===== config.mk =====
export PLATFORM = sky130hd
export DESIGN_NAME = scan_sequencer
export DESIGN_NICKNAME = d
export VERILOG_FILES = /design/src/rtl/scan_sequencer.sv
export SDC_FILE = /design/constraint.sdc
export NUM_CORES = 1
export LEC_CHECK = 0
export ABC_AREA = 0
export CORE_MARGIN = 1.5
export CORE_UTILIZATION = 45
export CTS_CLUSTER_DIAMETER = 50
export CTS_CLUSTER_SIZE = 28
export DETAILED_ROUTE_END_ITERATION = 8
export PLACE_DENSITY = 0.64
export SETUP_SLACK_MARGIN = 0.2
export SLEW_MARGIN = 5
export SYNTH_ARGS = -nofsm -noshare
export SYNTH_HDL_FRONTEND = slang
export SYNTH_SLANG_ARGS = --single-unit

===== constraint.sdc =====
create_clock -name clk -period 4.35 [get_ports clk]
set_clock_uncertainty 0.2 [all_clocks]
set_input_delay 1.305 -clock clk [delete_from_list [all_inputs] [get_ports clk]]
set_output_delay 1.305 -clock clk [all_outputs]
set_load 0.05 [all_outputs]

===== src/rtl/scan_sequencer.sv =====
// Scans a 3-to-8 decoder (C/B/A select, G/G2A/G2B enables) across the positions enabled in mask,
// blanking the decoder for BLANK cycles at the start of each DWELL-cycle position; all outputs registered.
module scan_sequencer #(
  parameter int DWELL = 1000,
  parameter int BLANK = 4
) (
  input  logic       clk,
  input  logic       rst,
  input  logic       en,
  input  logic       step_mode,
  input  logic       step,
  input  logic [7:0] mask,
  output logic       C,
  output logic       B,
  output logic       A,
  output logic       G,
  output logic       G2A,
  output logic       G2B,
  output logic [2:0] sel,
  output logic       frame_done,
  output logic       active
);

  typedef enum logic [1:0] {ST_IDLE, ST_BLANK, ST_ON} state_t;

  localparam logic [15:0] BLANK_LAST = 16'(BLANK - 1);
  localparam logic [15:0] ON_LAST    = 16'(DWELL - BLANK - 1);

  state_t      state_q, state_d;
  logic [2:0]  sel_q, sel_d;
  logic [15:0] cnt_q, cnt_d;
  logic        fd_q, fd_d;
  logic        dec_en_q, dec_en_d;
  logic        active_q, active_d;
  logic        adv;
  logic [2:0]  first_idx;
  logic [2:0]  next_idx;

  function automatic logic [2:0] lowest_set(input logic [7:0] m);
    logic [2:0] r;
    r = '0;
    for (int i = 7; i >= 0; i--) begin
      if (m[i]) r = 3'(i);
    end
    return r;
  endfunction

  // Search upward from cur+1; distance 8 wraps back onto cur itself.
  function automatic logic [2:0] next_set(input logic [7:0] m, input logic [2:0] cur);
    logic [2:0] r;
    logic [2:0] idx;
    r = cur;
    for (int i = 8; i >= 1; i--) begin
      idx = cur + 3'(i);
      if (m[idx]) r = idx;
    end
    return r;
  endfunction

  assign first_idx = lowest_set(mask);
  assign next_idx  = next_set(mask, sel_q);

  always_comb begin
    state_d = state_q;
    sel_d   = sel_q;
    cnt_d   = cnt_q;
    fd_d    = 1'b0;
    adv     = 1'b0;

    case (state_q)
      ST_IDLE: begin
        if (mask != 8'd0) begin
          state_d = ST_BLANK;
          sel_d   = first_idx;
          cnt_d   = '0;
        end
      end
      ST_BLANK: begin
        if (cnt_q == BLANK_LAST) begin
          state_d = ST_ON;
          cnt_d   = '0;
        end else begin
          cnt_d = cnt_q + 16'd1;
        end
      end
      ST_ON: begin
        // Count saturates so a long manual hold still advances when free-running resumes.
        if (step_mode ? step : (cnt_q >= ON_LAST)) adv = 1'b1;
        else if (cnt_q != 16'hFFFF) cnt_d = cnt_q + 16'd1;
      end
      default: state_d = ST_IDLE;
    endcase

    if (adv) begin
      cnt_d = '0;
      if (mask == 8'd0) begin
        state_d = ST_IDLE;
        sel_d   = '0;
      end else begin
        state_d = ST_BLANK;
        sel_d   = next_idx;
        fd_d    = (next_idx <= sel_q);
      end
    end

    if (!en) begin
      state_d = ST_IDLE;
      sel_d   = '0;
      cnt_d   = '0;
      fd_d    = 1'b0;
    end

    dec_en_d = (state_d == ST_ON);
    active_d = (state_d != ST_IDLE);
  end

  always_ff @(posedge clk) begin
    if (rst) begin
      state_q  <= ST_IDLE;
      sel_q    <= '0;
      cnt_q    <= '0;
      fd_q     <= 1'b0;
      dec_en_q <= 1'b0;
      active_q <= 1'b0;
    end else begin
      state_q  <= state_d;
      sel_q    <= sel_d;
      cnt_q    <= cnt_d;
      fd_q     <= fd_d;
      dec_en_q <= dec_en_d;
      active_q <= active_d;
    end
  end

  assign {C, B, A}  = sel_q;
  assign sel        = sel_q;
  assign G          = dec_en_q;
  assign G2A        = ~dec_en_q;
  assign G2B        = ~dec_en_q;
  assign frame_done = fd_q;
  assign active     = active_q;

endmodule


==> results.txt, run 1 <==
----------------------------------------------------
[Final layout]
  Commonest cells after routing, fill and taps aside ... sky130_fd_sc_hd__nor2_1, sky130_fd_sc_hd__dfxtp_1, sky130_fd_sc_hd__clkdlybuf4s50_1
  Layout overhead on the synthesized area ... 16.79%
  Number of nets in the final layout ... roughly 330
  Filler cell count in the final layout ... 507
  Most common cell after layout, fill and taps aside ... sky130_fd_sc_hd__nor2_1
  Diodes inserted ... 0
  Fraction of layout cells with a size suffix above 1 ... between 10% and 20%
  Number of cells in the finished layout apart from fillers ... 377

[Setup path]
  Crit path DAT ... 4.00 ns
  Worst reg-to-reg setup slack ... 0.78 ns
  Category of the worst setup path launch point ... input port
  Kind of end point of the critical path ... flop
  Type of the worst setup path ... input port to flop
  CP max FO ... 7
  Required time of the critical path ... 4.36 ns

[Clock tree]
  Clk root buf ... sky130_fd_sc_hd__clkbuf_8
  Sink Count ... 24
  Cts hold-fix bufs ... 0
  Insertion delay of the later-clocked pin in the worst-skew pair ... 0.27 ns
  Resized Gates After CTS ... 0
  Maximum clock insertion buffer count ... 2
  Number of H-tree branching levels ... 1
  Number of clock buffers inserted by TritonCTS ... 3
  CTS tree ... built
  Post-CTS setup buffers ... 0
  Worst-path clk slew ... 0.09 ns

[Floorplanning]
  Full die area ... 0.005762 sq mm
  Vertical die dimension ... 75.91 microns
  Area of the core ... 0.005107 sq mm
  Cell row count ... 26
  I/O pins ... 24
  Die width ... 75.91 microns
  Effective utilization at floorplan ... 46.84%

[Placement]
  Post-Place Cells ... 373
  PortBufs ... 23
  Final weighted congestion of routability-driven global placement ... 0.9134
  Detailed placer's ending HPWL ... approximately 4.3 mm

[GRT]
  Global-route usage over all layers ... between 10% and 20%
  Overflow left after global routing ... 0
  Initial antenna violation count ... 0
  Global-route wire length before repair ... ~9.4 mm
  Pin count of the biggest net entering global routing ... 24
  Vias in the first global route ... 2011

[Drt]
  Uppermost routed layer ... met4
  Violation count after the first detailed-routing iteration ... 166
  Total DRC errors in the routed layout ... 0
  Via-to-Cell Ratio ... 5.743
  Routed wire length ... between 5 and 6 mm
  Detailed-route wire length per cell ... 14.72 microns
  Drt first pass iters ... 4
  Via count ... 2165
  Amount of wire on met2 after detailed routing ... 2.742 mm
  Detailed-routed wire length on met3 ... about 220 microns
  Post-route ant nets ... 0
  Routed met1 length ... roughly 2.6 mm

[STA]
  Final Hold Fails ... 0
  Max Transition Viols Final ... 0
  Unrepaired setup endpoints after global routing ... no
  Finish-stage setup viols ... 0
  Post-Route Setup TNS ... 0 ns
  Fmax ... between 200 and 300 MHz
  Part of the cycle the worst path needs ... roughly nine tenths
  Transition time at the pin with the least slew margin ... between 0.8 and 0.9 ns
  Final worst path period need ... 3.988 ns
  Worst-case headroom to the max-slew limit ... 40.19%

[Yosys]
  Async set-reset flop share out of synthesis ... 0%
  Total number of yosys warnings ... 0
  Top cell type by total area after synthesis ... sky130_fd_sc_hd__dfxtp_1
  Sequential share of the synthesized area ... 20.08%
  Cell area after synthesis ... 0.002392 sq mm
  Synthesized area per cell ... 8.394 sq um
  Leading register cell type out of synthesis ... sky130_fd_sc_hd__dfxtp_1
  Largest cells by area after synthesis ... sky130_fd_sc_hd__dfxtp_1, sky130_fd_sc_hd__mux4_2, sky130_fd_sc_hd__ha_1, sky130_fd_sc_hd__xnor2_1, sky130_fd_sc_hd__nor2_1
  Number of enable flip-flop cells after synthesis ... 0
  Area share of the largest cell type after synthesis ... ~20%
  Net Count, Synth ... 310
  Post-synthesis cell type count ... 56
  Post-synthesis register bit count ... 24
  Cells after Synth ... 285

[Power]
  Power density normalized to cell area ... 213.3 mW/mm^2
  Static Leakage ... 0.0009921 uW
  Largest voltage drop on the vdd net ... ~190 uV

[Job]
  Number of violations of the max-capacitance limit ... 0

[Hold path]
  Path type of the worst min-delay path ... flop to flop

[Outcome]
  Status ... complete, no violations

----------------------------------------------------
-- where the power goes --
group / total (uW) / internal (uW) / switching [uW]
clock: 201 / 123 / 78.0
sequential: 224 / 222 / 2.23
combinational: 171 / 79.6 / 91.4
total: 596 / 424 / 172
-- metrics by stage --
stage                     util, %  area (sq um)  setup slack, ns  total power, uW  hold WS (ns)
final                       54.70          2794           0.3622            596.0        0.3094
after global routing        54.70          2794           0.2012            626.5        0.3744
after CTS                   54.34          2775           0.3621            596.5        0.3057
after detailed placement    52.94          2704          0.07412            394.9        0.2890
after global placement      52.94          2704          0.09090            394.9        0.2866
after floorplan                 -          2392           0.2996            347.6        0.2709
-- flip-flops by register name, indices dropped and copies added (netlist names) --
signal / flops
cnt_q: 16
active: 1
frame_done: 1
G: 1
state_q: 2
sel: 3
-- final timing paths --
check | start | end | depth (start not counted)
setup / recovery | mask[5] | frame_done | 12
hold / removal | cnt_q[1] | cnt_q[1] | 2
setup reg to reg | sel[1] | frame_done | 13
hold reg to reg | cnt_q[1] | cnt_q[1] | 2
-- synthesized netlist by cell type (8+ instances only) --
cell type                 count
sky130_fd_sc_hd__mux2i_1     10
sky130_fd_sc_hd__nor2_1      34
sky130_fd_sc_hd__inv_1       19
sky130_fd_sc_hd__a21oi_1     11
sky130_fd_sc_hd__mux4_2      10
sky130_fd_sc_hd__dfxtp_1     24
sky130_fd_sc_hd__nor3_1       8
sky130_fd_sc_hd__ha_1        12
sky130_fd_sc_hd__nand2_1     18
sky130_fd_sc_hd__xnor2_1     15
-- critical path: stages --
cell and delay, ns:
sky130_fd_sc_hd__clkdlybuf4s50_1 0.54, sky130_fd_sc_hd__buf_4 0.21, sky130_fd_sc_hd__mux4_2 0.51, sky130_fd_sc_hd__mux2i_1 0.23
sky130_fd_sc_hd__o2111ai_1 0.15, sky130_fd_sc_hd__a311o_1 0.32, sky130_fd_sc_hd__nand2_1 0.08, sky130_fd_sc_hd__ha_1 0.24
sky130_fd_sc_hd__a21o_1 0.16, sky130_fd_sc_hd__a21oi_1 0.13, sky130_fd_sc_hd__a31oi_1 0.05, sky130_fd_sc_hd__nor2_1 0.08
-- logic make-up (layout without fill, tap and decap cells) --
kind of cell	after synthesis	count (layout)	share of synthesized area [%]
XOR/XNOR	17	17	6.224
flip-flops	24	24	20.08
AO/OA/AOI/OAI	60	60	18.10
buffers and inverters	37	59	7.322
AND/OR/NAND/NOR	109	109	25.58
adder cells (fa/ha/maj)	12	12	6.276
multiplexers	26	26	16.42
-- layer usage --
metal / GRT usage, % / up-vias
li1: - / 1091
met1: 26.12 / 1022
met2: 33.24 / 48
met3: 3.133 / 4
met4: 3.519 / 0
met5: 0 / -
-- area by class of cell --
class	instances	area, sq um	area share (%)
Timing Repair Buffer	36	332.8	11.91
Sequential cell	24	480.5	17.20
Clock buffer	3	41.29	1.478
Multi-Input combinational cell	224	1750	62.65
Tap cell	70	87.58	3.135
Clock inverter	1	30.03	1.075
Inverter	19	71.32	2.553
Note: power is estimated with default switching activity, not from simulation.
==> inputs of run 2 (changes only) <==
- MAX_ROUTING_LAYER: not set -> met4
==> results.txt, run 2 (synthesis gave the netlist of run 1 again) <==
----------------------------------------------------
[Outcome]
  Status ... complete, no violations (unchanged)

[STA]
  Worst slack on hold paths ... 0.3096 ns (was 0.3094 ns)
  Part of the cycle the worst path needs ... 91.60% (was 91.67%)
  Final worst path period need ... 3.985 ns (was 3.988 ns)
  Post-Route Setup TNS ... 0 ns (unchanged)
  Finish-stage setup viols ... 0 (unchanged)
  Transition time at the pin with the least slew margin ... 0.8920 ns (was 0.8971 ns)
  Worst-case headroom to the max-slew limit ... 40.53% (was 40.19%)
  Max Transition Viols Final ... 0 (unchanged)
  Final Hold Fails ... 0 (unchanged)
  Fmax ... 251.0 MHz (was 250.8 MHz)
  Setup slack of the critical path after layout ... 0.3654 ns (was 0.3622 ns)
  Unrepaired setup endpoints after global routing ... no (unchanged)

[GRT]
  Busiest layer in global routing ... met2 (unchanged)
  Vias in the first global route ... 2012 (was 2011)
  Met2 Track Usage GR ... 33.42% (was 33.24%)
  Global-route wire length before repair ... 9.390 mm (unchanged)
  Overflow left after global routing ... 0 (unchanged)
  Pin count of the biggest net entering global routing ... 24 (unchanged)
  Grt met1 use ... 25.97% (was 26.12%)
  Met3 Use GR ... 3.133% (unchanged)
  Global-route usage over all layers ... 20.00% (was 19.44%)
  Initial antenna violation count ... 0 (unchanged)

[Floorplanning]
  Area of the core ... 0.005107 sq mm (unchanged)
  I/O pins ... 24 (unchanged)
  Die width ... 75.91 microns (unchanged)
  Cell row count ... 26 (unchanged)
  Effective utilization at floorplan ... 46.84% (unchanged)
  Full die area ... 0.005762 sq mm (unchanged)
  Vertical die dimension ... 75.91 microns (unchanged)

[Setup path]
  Top delay family on crit path ... compound AO/OA/AOI/OAI gates (unchanged)
  Cell Chain, Critical Path ... clkdlybuf4s50_1 -> buf_4 -> mux4_2 -> mux2i_1 -> o2111ai_1 -> a311o_1 -> nand2_1 -> ha_1 -> a21o_1 -> a21oi_1 -> a31oi_1 -> nor2_1 (unchanged)
  Slowest cell on the critical path ... sky130_fd_sc_hd__clkdlybuf4s50_1 (unchanged)
  Type of the worst setup path ... input port to flop (unchanged)
  Critical path origin ... mask[5] (unchanged)
  CP max FO ... 7 (unchanged)
  Category of the worst setup path launch point ... input port (unchanged)
  Buf/Inv on CP ... 2 (unchanged)
  Crit path DAT ... 4.00 ns (about the same)
  Required time of the critical path ... 4.36 ns (about the same)
  CP max stage delay ... 0.53 ns (was 0.54 ns)
  Kind of end point of the critical path ... flop (unchanged)
  Launch point of the worst reg-to-reg path ... sel[1] (unchanged)

[Drt]
  Total DRC errors in the routed layout ... 0 (unchanged)
  Post-route ant nets ... 0 (unchanged)
  Drt first pass iters ... 4 (unchanged)
  Via count ... 2154 (was 2165)
  Violation count after the first detailed-routing iteration ... 166 (unchanged)
  Detailed-route wire length per cell ... 14.74 microns (was 14.72 microns)
  Routed wire length ... 5.558 mm (was 5.550 mm)
  Via-to-Cell Ratio ... 5.714 (was 5.743)

[Final layout]
  Core utilization of the finished layout ... 54.70% (unchanged)
  Diodes inserted ... 0 (unchanged)
  Layout overhead on the synthesized area ... 16.79% (unchanged)
  Fraction of layout cells with a size suffix above 1 ... 17.59% (unchanged)
  Commonest cells after routing, fill and taps aside ... sky130_fd_sc_hd__nor2_1, sky130_fd_sc_hd__dfxtp_1, sky130_fd_sc_hd__clkdlybuf4s50_1 (unchanged)
  Number of flip-flops under the largest register name ... 16 (unchanged)
  Biggest register ... cnt_q (unchanged)
  Most common cell after layout, fill and taps aside ... sky130_fd_sc_hd__nor2_1 (unchanged)
  Number of nets in the final layout ... 333 (unchanged)

[Placement]
  Final weighted congestion of routability-driven global placement ... 0.9293 (was 0.9134)
  PortBufs ... 23 (unchanged)
  Detailed placer's ending HPWL ... 4.285 mm (unchanged)
  Setup Slack @ Placement ... 0.07412 ns (unchanged)

[Clock tree]
  Maximum clock insertion buffer count ... 2 (unchanged)
  Number of clock buffers inserted by TritonCTS ... 3 (unchanged)
  Post-CTS setup buffers ... 0 (unchanged)
  Sink Count ... 24 (unchanged)
  Worst-path clk slew ... 0.10 ns (was 0.09 ns)
  Insertion delay of the later-clocked pin in the worst-skew pair ... 0.27 ns (about the same)
  CTS tree ... built (unchanged)
  Number of H-tree branching levels ... 1 (unchanged)
  Clk root buf ... sky130_fd_sc_hd__clkbuf_8 (unchanged)

[Hold path]
  Path type of the worst min-delay path ... flop to flop (unchanged)
  HP Start ... cnt_q[1] (unchanged)

[Power]
  Largest voltage drop on the vdd net ... 186.6 uV (was 187.6 uV)
  Power density normalized to cell area ... 213.3 mW/mm^2 (about the same)
  Overall power ... 596.1 uW (was 596.0 uW)
  Static Leakage ... 0.0009921 uW (unchanged)

[Job]
  Number of violations of the max-capacitance limit ... 0 (unchanged)

----------------------------------------------------
[run 2: cell counts in the layout (fill, tap and decap cells not counted)]
No cell type changed its count.
[run 2: area by class of cell]
cell class / count / area [sq um]
Multi-Input combinational cell: 224 / 1750
Clock inverter: 1 / 30.03
Tap cell: 70 / 87.58
Sequential cell: 24 / 480.5
Inverter: 19 / 71.32
Fill cell: 507 / 2313
Timing Repair Buffer: 36 / 332.8
Clock buffer: 3 / 41.29
[run 2: what timing repair did]
action,CTS,global route
setup endpoints to repair,0,1
hold buffers,0,0
resized for setup,0,5
[run 2: path summary, 6_finish.rpt]
kind / slack (ns) / cells past startpoint / to
worst max-delay path: 0.37 / 12 / frame_done
worst min-delay path: 0.31 / 2 / cnt_q[1]
worst max register to register: 0.77 / 13 / frame_done
worst min register to register: 0.31 / 2 / cnt_q[1]
[run 2: through the flow]
| stage | area [sq um] | instances |
|---|---|---|
| after floorplan | 2392 | 285 |
| after global placement | 2704 | 373 |
| after detailed placement | 2704 | 373 |
| after CTS | 2775 | 377 |
| after global routing | 2794 | 377 |
| final | 2794 | 377 |
[run 2: metal layers]
metal	share of wire [%]	up-vias
met1	46	1012
met5	0	-
li1	-	1089
met4	0.56	0
met2	50	49
met3	3.9	4
[run 2: worst reg2reg max path, cell delays in order, from the launching register on]
cell                      delay, ns
sky130_fd_sc_hd__dfxtp_1       0.34
sky130_fd_sc_hd__inv_1         0.11
sky130_fd_sc_hd__ha_1          0.66
sky130_fd_sc_hd__mux4_2        0.62
sky130_fd_sc_hd__a21o_1        0.23
sky130_fd_sc_hd__nor4_1        0.20
sky130_fd_sc_hd__o22a_1        0.19
sky130_fd_sc_hd__a311o_1       0.20
sky130_fd_sc_hd__nand2_1       0.07
sky130_fd_sc_hd__ha_1          0.29
sky130_fd_sc_hd__a21o_1        0.16
sky130_fd_sc_hd__a21oi_1       0.13
sky130_fd_sc_hd__a31oi_1       0.05
sky130_fd_sc_hd__nor2_1        0.08
[run 2: power breakdown]
part | total [uW] | switching, uW | internal [uW]
Combinational | 171 | 91.3 | 79.6
Clock | 201 | 78.1 | 123
Sequential | 224 | 2.22 | 222
